`src/rtl/ps2_ascii_writer.sv`:
```
// PS/2 set-2 keyboard receiver and decoder that feeds the character display buffer.
// Each decoded code is presented on ascii one cycle before a fixed-length dataReady strobe.
module ps2_ascii_writer #(
    parameter int FILTER_LEN  = 8,
    parameter int STROBE_LEN  = 4,
    parameter int TIMEOUT_CYC = 50000
) (
    input  logic       clk_pix,
    input  logic       rst,
    input  logic       ps2_clk,
    input  logic       ps2_data,
    output logic [7:0] ascii,
    output logic       dataReady,
    output logic       frame_err,
    output logic       overflow
);
    localparam int FW = $clog2(FILTER_LEN + 1);
    localparam int TW = $clog2(TIMEOUT_CYC + 1);
    localparam int SW = $clog2(STROBE_LEN + 1);

    typedef enum logic [1:0] {IDLE, GOT_E0, GOT_F0, GOT_E0F0} dec_t;
    typedef enum logic [1:0] {IDLE_OUT, SETUP, STROBE, GAP} seq_t;

    logic [1:0]    clk_s, dat_s;
    logic          filt_clk, fall;
    logic [FW-1:0] flt_cnt;
    logic [3:0]    bit_cnt;
    logic [TW-1:0] idle_cnt;
    logic [7:0]    sh, rx_byte;
    logic          start_ok, par, byte_vld;
    dec_t          dstate, dnext;
    logic          shift, shift_set, shift_clr, dec_vld;
    logic [7:0]    dec_ch;
    logic          pend_vld, take;
    logic [7:0]    pend_ch;
    seq_t          sstate, snext;
    logic [SW-1:0] scnt;

    function automatic logic [8:0] lut_std(input logic [7:0] c, input logic s);
        logic [7:0] lc, dg, sy;
        lc = 8'h00; dg = 8'h00; sy = 8'h00;
        case (c)
            8'h1C: lc = "a"; 8'h32: lc = "b"; 8'h21: lc = "c"; 8'h23: lc = "d";
            8'h24: lc = "e"; 8'h2B: lc = "f"; 8'h34: lc = "g"; 8'h33: lc = "h";
            8'h43: lc = "i"; 8'h3B: lc = "j"; 8'h42: lc = "k"; 8'h4B: lc = "l";
            8'h3A: lc = "m"; 8'h31: lc = "n"; 8'h44: lc = "o"; 8'h4D: lc = "p";
            8'h15: lc = "q"; 8'h2D: lc = "r"; 8'h1B: lc = "s"; 8'h2C: lc = "t";
            8'h3C: lc = "u"; 8'h2A: lc = "v"; 8'h1D: lc = "w"; 8'h22: lc = "x";
            8'h35: lc = "y"; 8'h1A: lc = "z";
            8'h16: begin dg = "1"; sy = "!"; end
            8'h1E: begin dg = "2"; sy = "@"; end
            8'h26: begin dg = "3"; sy = "#"; end
            8'h25: begin dg = "4"; sy = "$"; end
            8'h2E: begin dg = "5"; sy = "%"; end
            8'h36: begin dg = "6"; sy = "^"; end
            8'h3D: begin dg = "7"; sy = "&"; end
            8'h3E: begin dg = "8"; sy = "*"; end
            8'h46: begin dg = "9"; sy = "("; end
            8'h45: begin dg = "0"; sy = ")"; end
            default: ;
        endcase
        if (lc != 8'h00)      return {1'b1, s ? lc - 8'h20 : lc};
        else if (dg != 8'h00) return {1'b1, s ? sy : dg};
        case (c)
            8'h29:   return {1'b1, 8'h20};
            8'h5A:   return {1'b1, 8'h0D};
            8'h66:   return {1'b1, 8'h7F};
            8'h05:   return {1'b1, 8'h02};
            default: return 9'h000;
        endcase
    endfunction

    function automatic logic [8:0] lut_ext(input logic [7:0] c);
        case (c)
            8'h75:   return {1'b1, 8'h12};
            8'h72:   return {1'b1, 8'h13};
            8'h6B:   return {1'b1, 8'h11};
            8'h74:   return {1'b1, 8'h14};
            default: return 9'h000;
        endcase
    endfunction

    // fall fires on the edge where the debounced clock commits to 0
    assign fall = filt_clk && !clk_s[1] && (flt_cnt == FW'(FILTER_LEN - 1));

    always_ff @(posedge clk_pix) begin
        if (rst) begin
            clk_s <= '0; dat_s <= '0; filt_clk <= 1'b0; flt_cnt <= '0;
        end else begin
            clk_s <= {clk_s[0], ps2_clk};
            dat_s <= {dat_s[0], ps2_data};
            if (clk_s[1] == filt_clk) flt_cnt <= '0;
            else if (flt_cnt == FW'(FILTER_LEN - 1)) begin
                filt_clk <= clk_s[1];
                flt_cnt  <= '0;
            end else flt_cnt <= flt_cnt + 1'b1;
        end
    end

    always_ff @(posedge clk_pix) begin
        if (rst) begin
            bit_cnt <= '0; idle_cnt <= '0; sh <= '0; rx_byte <= '0;
            start_ok <= 1'b0; par <= 1'b0; byte_vld <= 1'b0; frame_err <= 1'b0;
        end else begin
            byte_vld  <= 1'b0;
            frame_err <= 1'b0;
            if (fall) begin
                idle_cnt <= '0;
                bit_cnt  <= (bit_cnt == 4'd10) ? 4'd0 : bit_cnt + 4'd1;
                if (bit_cnt == 4'd0) start_ok <= !dat_s[1];
                else if (bit_cnt <= 4'd8) sh <= {dat_s[1], sh[7:1]};
                else if (bit_cnt == 4'd9) par <= dat_s[1];
                else if (start_ok && dat_s[1] && (^{sh, par})) begin
                    rx_byte  <= sh;
                    byte_vld <= 1'b1;
                end else frame_err <= 1'b1;
            end else if (bit_cnt != 4'd0) begin
                if (idle_cnt == TW'(TIMEOUT_CYC - 1)) begin
                    bit_cnt  <= '0;
                    idle_cnt <= '0;
                end else idle_cnt <= idle_cnt + 1'b1;
            end
        end
    end

    always_ff @(posedge clk_pix) begin
        if (rst) begin
            dstate <= IDLE;
            shift  <= 1'b0;
        end else begin
            dstate <= dnext;
            if (shift_set) shift <= 1'b1;
            else if (shift_clr) shift <= 1'b0;
        end
    end

    always_comb begin
        dnext = dstate;
        if (frame_err) dnext = IDLE;
        else if (byte_vld) begin
            case (dstate)
                IDLE:    if (rx_byte == 8'hE0) dnext = GOT_E0;
                         else if (rx_byte == 8'hF0) dnext = GOT_F0;
                GOT_E0:  dnext = (rx_byte == 8'hF0) ? GOT_E0F0 : IDLE;
                default: dnext = IDLE;
            endcase
        end
    end

    always_comb begin
        shift_set = 1'b0; shift_clr = 1'b0; dec_vld = 1'b0; dec_ch = 8'h00;
        if (byte_vld) begin
            case (dstate)
                IDLE:
                    if (rx_byte == 8'h12 || rx_byte == 8'h59) shift_set = 1'b1;
                    else if (rx_byte != 8'hE0 && rx_byte != 8'hF0)
                        {dec_vld, dec_ch} = lut_std(rx_byte, shift);
                GOT_E0:
                    if (rx_byte != 8'hF0) {dec_vld, dec_ch} = lut_ext(rx_byte);
                GOT_F0:
                    shift_clr = (rx_byte == 8'h12 || rx_byte == 8'h59);
                default: ;
            endcase
        end
    end

    assign take = (sstate == IDLE_OUT) && pend_vld;

    always_ff @(posedge clk_pix) begin
        if (rst) begin
            sstate <= IDLE_OUT; scnt <= '0; ascii <= '0;
            pend_vld <= 1'b0; pend_ch <= '0; overflow <= 1'b0;
        end else begin
            sstate   <= snext;
            scnt     <= (snext != sstate) ? '0 : scnt + 1'b1;
            overflow <= 1'b0;
            if (take) ascii <= pend_ch;
            // a slot freed this cycle can accept the new character
            if (dec_vld) begin
                if (pend_vld && !take) overflow <= 1'b1;
                else begin
                    pend_ch  <= dec_ch;
                    pend_vld <= 1'b1;
                end
            end else if (take) pend_vld <= 1'b0;
        end
    end

    always_comb begin
        snext = sstate;
        case (sstate)
            IDLE_OUT: if (pend_vld) snext = SETUP;
            SETUP:    snext = STROBE;
            STROBE:   if (scnt == SW'(STROBE_LEN - 1)) snext = GAP;
            GAP:      if (scnt == SW'(STROBE_LEN - 1)) snext = IDLE_OUT;
            default:  snext = IDLE_OUT;
        endcase
    end

    always_comb begin
        dataReady = (sstate == STROBE);
    end
endmodule

```
`config.mk`:
```
export PLATFORM = sky130hd
export DESIGN_NAME = ps2_ascii_writer
export DESIGN_NICKNAME = d
export VERILOG_FILES = /design/src/rtl/ps2_ascii_writer.sv
export SDC_FILE = /design/constraint.sdc
export NUM_CORES = 1
export LEC_CHECK = 0
export CORE_ASPECT_RATIO = 1.2
export CORE_MARGIN = 4
export CORE_UTILIZATION = 62
export CTS_BUF_LIST = sky130_fd_sc_hd__clkbuf_4 sky130_fd_sc_hd__clkbuf_8 sky130_fd_sc_hd__clkbuf_16
export DETAILED_ROUTE_END_ITERATION = 8
export PLACE_DENSITY = 0.81
export SYNTH_ARGS = -nofsm -noshare
export SYNTH_HDL_FRONTEND = slang
export SYNTH_SLANG_ARGS = --single-unit
```
`constraint.sdc`:
```
create_clock -name clk_pix -period 3.47 [get_ports clk_pix]
set_clock_uncertainty 0.15 [all_clocks]
set_input_delay 0.8675 -clock clk_pix [delete_from_list [all_inputs] [get_ports clk_pix]]
set_output_delay 0.8675 -clock clk_pix [all_outputs]
set_load 0.005 [all_outputs]
```
# Word level (Yosys, flattened, before mapping)
# Index checks and enable logic that the tools add are counted.
# W data, S select, Z words.
[word_totals]
ff_bits = 75
in_bits = 4
[op_classes]
n_eq_ne = 64
n_addsub = 5
mux = 60
reduce_logical = 37
bitwise_logic = 7
magnitude_cmp = 1
[ops]
columns = ["op", "count"]
rows = [
  ["$eq A8 B6 Y1 const B", 23],
  ["$pmux W7 S26", 1],
  ["$eq A8 B7 Y1 const B", 14],
  ["$mux W8", 14],
  ["$pmux W9 S4", 2],
  ["$pmux W7 S10", 1],
  ["$eq A8 B5 Y1 const B", 8],
  ["$pmux W6 S10", 1],
  ["$mux W9", 3],
  ["$mux W1", 23],
  ["$add A16 B1 Y16 const B", 1],
  ["$eq A16 B16 Y1 const B", 1],
  ["$eq A8 B8 Y1 const B", 2],
  ["$mux W16", 1],
  ["$mux W4", 4],
  ["$ne A8 B8 Y1 const B", 2],
  ["$pmux W8 S2", 1],
  ["$reduce_bool A8 Y1", 2],
  ["$mux W2", 6],
  ["$reduce_and A2 Y1", 6],
  ["$reduce_xor A9 Y1", 1],
  ["$add A4 B1 Y4 const B", 2],
  ["$eq A4 B4 Y1 const B", 2],
  ["$eq A8 B3 Y1 const B", 1],
  ["other kinds (28)", 52],
]

# Depth between registers and ports, before layout
# Gate-level depths: netlist (run 1).
[depth]
depth_word = 20
mapped_depth = 13
depth_no_buf = 9

# Worst setup path before layout (run 1)
# OpenSTA, ideal clock, no wires.
[synth_path]
path_type = "reg-to-reg"
from = "register rx_byte[6]"
to = "register pend_ch[6]"
t_required_ps = 3261
setup_ps = 59
setup_slack_ps = 829
n_path_buf = 2
arrival_time_ps = 2432
stages_incl_launch_ff = 12
path_cell_list = "dfxtp_1 buf_6 or4b_1 o32a_1 nand4_1 nor4_4 buf_4 ha_1 nor2b_1 o22a_1 a2111oi_2 a31o_1"
[synth_via]
elab_chain_len = 19
[synth_lines]
columns = ["element", "line_no", "rtl"]
rows = [
  ["start, declared", "29", "logic [7:0] sh, rx_byte;"],
  ["start signal, assigned", "114", "rx_byte <= sh;"],
  ["$eq A8 B7 Y1 (tied with other cells)", "42", "case (c)"],
  ["$pmux W6 S10", "42", ""],
  ["$mux W8", "156", "else if (rx_byte != 8'hE0 && rx_byte != 8'hF0)"],
  ["$mux W8", "155", "if (rx_byte == 8'h12 || rx_byte == 8'h59) shift_set = 1'b1;"],
  ["$mux W8", "153", "case (dstate)"],
  ["$mux W8", "152", "if (byte_vld) begin"],
  ["$reduce_bool A8 Y1", "63", "else if (dg != 8'h00) return {1'b1, s ? sy : dg};"],
  ["$mux W1", "63", ""],
  ["(+3 left out)", "--", ""],
  ["$mux W1", "153", ""],
  ["$mux W1", "152", ""],
  ["$mux W9", "64", "case (c)"],
  ["$mux W1", "156", ""],
  ["$mux W1", "155", ""],
  ["$pmux W1 S2", "153", ""],
  ["$mux W1", "152", ""],
  ["$reduce_and A2 Y1 (no source line)", "--", ""],
  ["end signal, assigned", "182", "pend_ch <= dec_ch;"],
  ["end, declared", "35", "logic [7:0] pend_ch;"],
]
# Parallel ways exist; a longest one is shown, timed or not. The select of a mux whose other input is x is not followed.
# A chain may end at the register's enable or synchronous reset.

# Worst setup path in the final report (run 1)
[layout_path]
from = "register rx_byte[0]"
to = "register pend_ch[0]"
# Same word-level chain as after synthesis.

==> results of run 1 <==
-- report_power, final --
group           total, W  switching, W  internal [W]
Sequential      0.000868    0.00000251      0.000865
Clock           0.000679      0.000328      0.000351
Combinational  0.0000269     0.0000188    0.00000807
Total            0.00157      0.000349       0.00122
-- per-layer routing --
layer / routed length [µm] / track usage, % / part of all wire (%)
met4: 464 / 14.6 / 4.5
met5: 0 / 0 / 0
met1: 4400 / 32.7 / 42
met2: 5010 / 41.2 / 48
met3: 538 / 3.68 / 5.2
-- cell families (layout without fill, tap and decap cells) --
family	Yosys count	count (layout)	synth area share, %
DFF	75	75	33.6
xor gates and xnor gates	25	25	5.21
muxes	22	22	4.99
buffers and inverters	46	52	5.86
AOI/OAI and AO/OA	110	110	17.1
and+or+nand+nor	234	234	31.3
adders and majority gates	7	7	1.96
-- through the flow --
| stage | power (W) | instances | hold WS, ps | area (µm²) |
|---|---|---|---|---|
| after floorplan | 0.000907 | 519 | 249 | 4460 |
| after global placement | 0.000914 | 597 | 259 | 4590 |
| after detailed placement | 0.000915 | 597 | 265 | 4590 |
| after CTS | 0.00158 | 612 | 277 | 4790 |
| after global routing | 0.00163 | 612 | 301 | 4790 |
| final | 0.00157 | 612 | 275 | 4790 |
-- layout make-up --
class	instances	area, µm²
well taps	87	109
multi-input cells	398	2700
clock buffers	10	138
fillers	546	2150
repair buffers	28	240
clock inverters	5	62.6
inverters	9	33.8
flip-flops and latches	75	1500
-- cell usage in the layout (no fill, tap or decap), types with 13 or more instances in the layout --
cell type                         count
sky130_fd_sc_hd__dfxtp_1             75
sky130_fd_sc_hd__o21ai_0             16
sky130_fd_sc_hd__a21oi_1             33
sky130_fd_sc_hd__nor2b_1             20
sky130_fd_sc_hd__nand3_1             13
sky130_fd_sc_hd__nand2_1             48
sky130_fd_sc_hd__clkdlybuf4s50_1     13
sky130_fd_sc_hd__mux2i_1             20
sky130_fd_sc_hd__buf_4               14
sky130_fd_sc_hd__nor2_1              52
-- worst paths after layout --
kind,startpoint,end,slack [ps]
max,rx_byte[0]$_SDFFE_PP0P_,pend_ch[0]$_SDFFE_PP0P_,260
min,scnt[0]$_SDFF_PP0_,scnt[0]$_SDFF_PP0_,270
max reg2reg,rx_byte[0]$_SDFFE_PP0P_,pend_ch[0]$_SDFFE_PP0P_,260
min reg2reg,scnt[0]$_SDFF_PP0_,scnt[0]$_SDFF_PP0_,270
-- sequential cells by signal (all words and copies together) (netlist names), 2 cells and up --
register	count
scnt	3
sstate	2
idle_cnt	16
sh	8
pend_ch	8
ascii	8
flt_cnt	4
rx_byte	8
dstate	2
clk_s	2
dat_s	2
bit_cnt	4
==> insert_results.sql, run 1 <==
INSERT INTO impl_metrics (metric_group, metric, value, unit) VALUES
('logic_synthesis', 'synthesis.nets', '530', ''),
('place', 'hpwl', '7.43', 'mm'),
('sta', 'worst_pin_slew', '752', 'ps'),
('sta', 'timing.final.crit_share', '92.5', '%'),
('clock_tree', 'numClockSinks', '75', ''),
('place', 'port-buffer-count', '14', ''),
('route', 'dr_total_vias', '3924', ''),
('sta', 'final-hold-violation-count', '0', ''),
('route', '1st_iter_drt_viols', '421', ''),
('clock_tree', 'post_cts_clock_slew_at_the_launch_and_capture_registers_of_the_worst_setup_and_hold_paths', '80', 'ps'),
('logic_synthesis', 'postSynthCellCount', '519', ''),
('place', 'dp_worst_setup_slack', '326', 'ps'),
('clock_tree', 'clkLatencyLatePin', '350', 'ps'),
('logic_synthesis', 'synth.yosys.warnings', '0', ''),
('clock_tree', 'cts.hold.buffers_added', '0', ''),
('clock_tree', 'clockRootBuffer', 'sky130_fd_sc_hd__clkbuf_8', ''),
('clock_tree', 'cts_made_buffers', '9', ''),
('logic_synthesis', 'ys_dominant_reg_cell', 'sky130_fd_sc_hd__dfxtp_1', ''),
('route', 'wl', '10.4', 'mm'),
('global_route', 'antenna_violations_before_repair', '0', ''),
('sta', 'slew_headroom', '49.8', '%'),
('clock_tree', 'cts.repair_timing.setup_buffer_count', '0', ''),
('critical_path', 'critical_path_peak_fanout', '23', ''),
('logic_synthesis', 'netlist_area', '4460', 'µm²'),
('critical_path', 'arrival', '3290', 'ps'),
('critical_path', 'crit_path_cell_trace', 'buf_4, nor4bb_1, a22o_1, nor4_4, and4b_4, o31ai_2, nor2_1, o311a_1', ''),
('sta', 'fmax', '0.311', 'GHz'),
('global_route', 'grt_start_max_net_pins', '38', ''),
('global_route', 'grt_pass1_wl', '18.0', 'mm'),
('final_layout', 'finish.utilization', '69.0', '%'),
('logic_synthesis', 'synth.ff_latch_count', '75', ''),
('critical_path', 'crit_buf_inv', '1', ''),
('route', 'route.antenna.remaining_nets', '0', ''),
('sta', 'setup-tns-final', '0', 'ps'),
('logic_synthesis', 'yosys.cell_count.top_type', 'sky130_fd_sc_hd__dfxtp_1', ''),
('worst_hold_path', 'timing.hold.worst.class', 'flip-flop to flip-flop', ''),
('final_layout', 'layout.nets', '532', ''),
('logic_synthesis', 'synth_cell_type_count', '84', ''),
('die', 'die_x', '85.5', 'µm'),
('clock_tree', 'post_cts_resized', '0', ''),
('critical_path', 'crit_path_max_incr_delay', '800', 'ps'),
('worst_hold_path', 'min_delay_path_depth', '1', ''),
('sta', 'final-setup-viol-count', '0', ''),
('global_route', 'groute.usage.overall', '25.6', '%'),
('die', 'floorplan.die.height', '101', 'µm'),
('sta', 'final.setup.worst_slack', '260', 'ps'),
('critical_path', 'r2r_cells', '8', ''),
('critical_path', 'timing.critical_path.to_type', 'flip-flop', ''),
('power_and_ir_drop', 'power.static_leakage', '1.68', 'nW'),
('die', 'rows', '33', ''),
('route', 'drt-wirelength-per-cell', '17.0', 'µm'),
('die', 'starting_density', '64.4', '%'),
('logic_synthesis', 'synthTopCellsByArea', 'sky130_fd_sc_hd__dfxtp_1 34%, sky130_fd_sc_hd__mux2i_1 4.5%, sky130_fd_sc_hd__nor2_1 4.4%', ''),
('critical_path', 'crit_type', 'flip-flop to flip-flop', ''),
('sta', 'final.min_clock_period', '3210', 'ps'),
('sta', 'unrepaired_setup_endpoints_after_global_routing', 'no', ''),
('die', 'core', '6940', 'µm²'),
('route', 'post_detailed_route_via_to_cell_ratio', '6.41', ''),
('clock_tree', 'cts-htree-levels', '3', ''),
('clock_tree', 'tritoncts_clock_tree', 'done', ''),
('place', 'weighted_congestion_at_the_end_of_routability_driven_global_placement', '0.961', ''),
('clock_tree', 'ctsLongestPathBuffers', '2', ''),
('critical_path', 'worstPathRequired', '3550', 'ps'),
('logic_synthesis', 'synth.yosys.seq_area_share', '33.6', '%'),
('power_and_ir_drop', 'ir_worst_vdd', '0.302', 'mV'),
('route', 'drt_pass1_iterations', '5', ''),
('outcome', 'outcome', 'finished clean', ''),
('final_layout', 'antennaDiodeCount', '0', ''),
('logic_synthesis', 'synth_largest_area_cell', 'sky130_fd_sc_hd__dfxtp_1', ''),
('critical_path', 'timing.critical_path.max_delay_family', 'compound AO/OA/AOI/OAI gates', ''),
('global_route', 'grt-ovfl-total', '0', '');
No activity file was read; power rests on OpenSTA's default activity.
==> inputs of run 2 (changes only) <==
==> constraint.sdc (replaced) <==
create_clock -name clk_pix -period 3.47 [get_ports clk_pix]
set_clock_uncertainty 0.15 [all_clocks]
set_input_delay 0.8675 -clock clk_pix [delete_from_list [all_inputs] [get_ports clk_pix]]
set_output_delay 0.8675 -clock clk_pix [all_outputs]
set_load 0.01 [all_outputs]
==> results of run 2 <==
Final layout, timing and power as in run 1 (identical DEF).
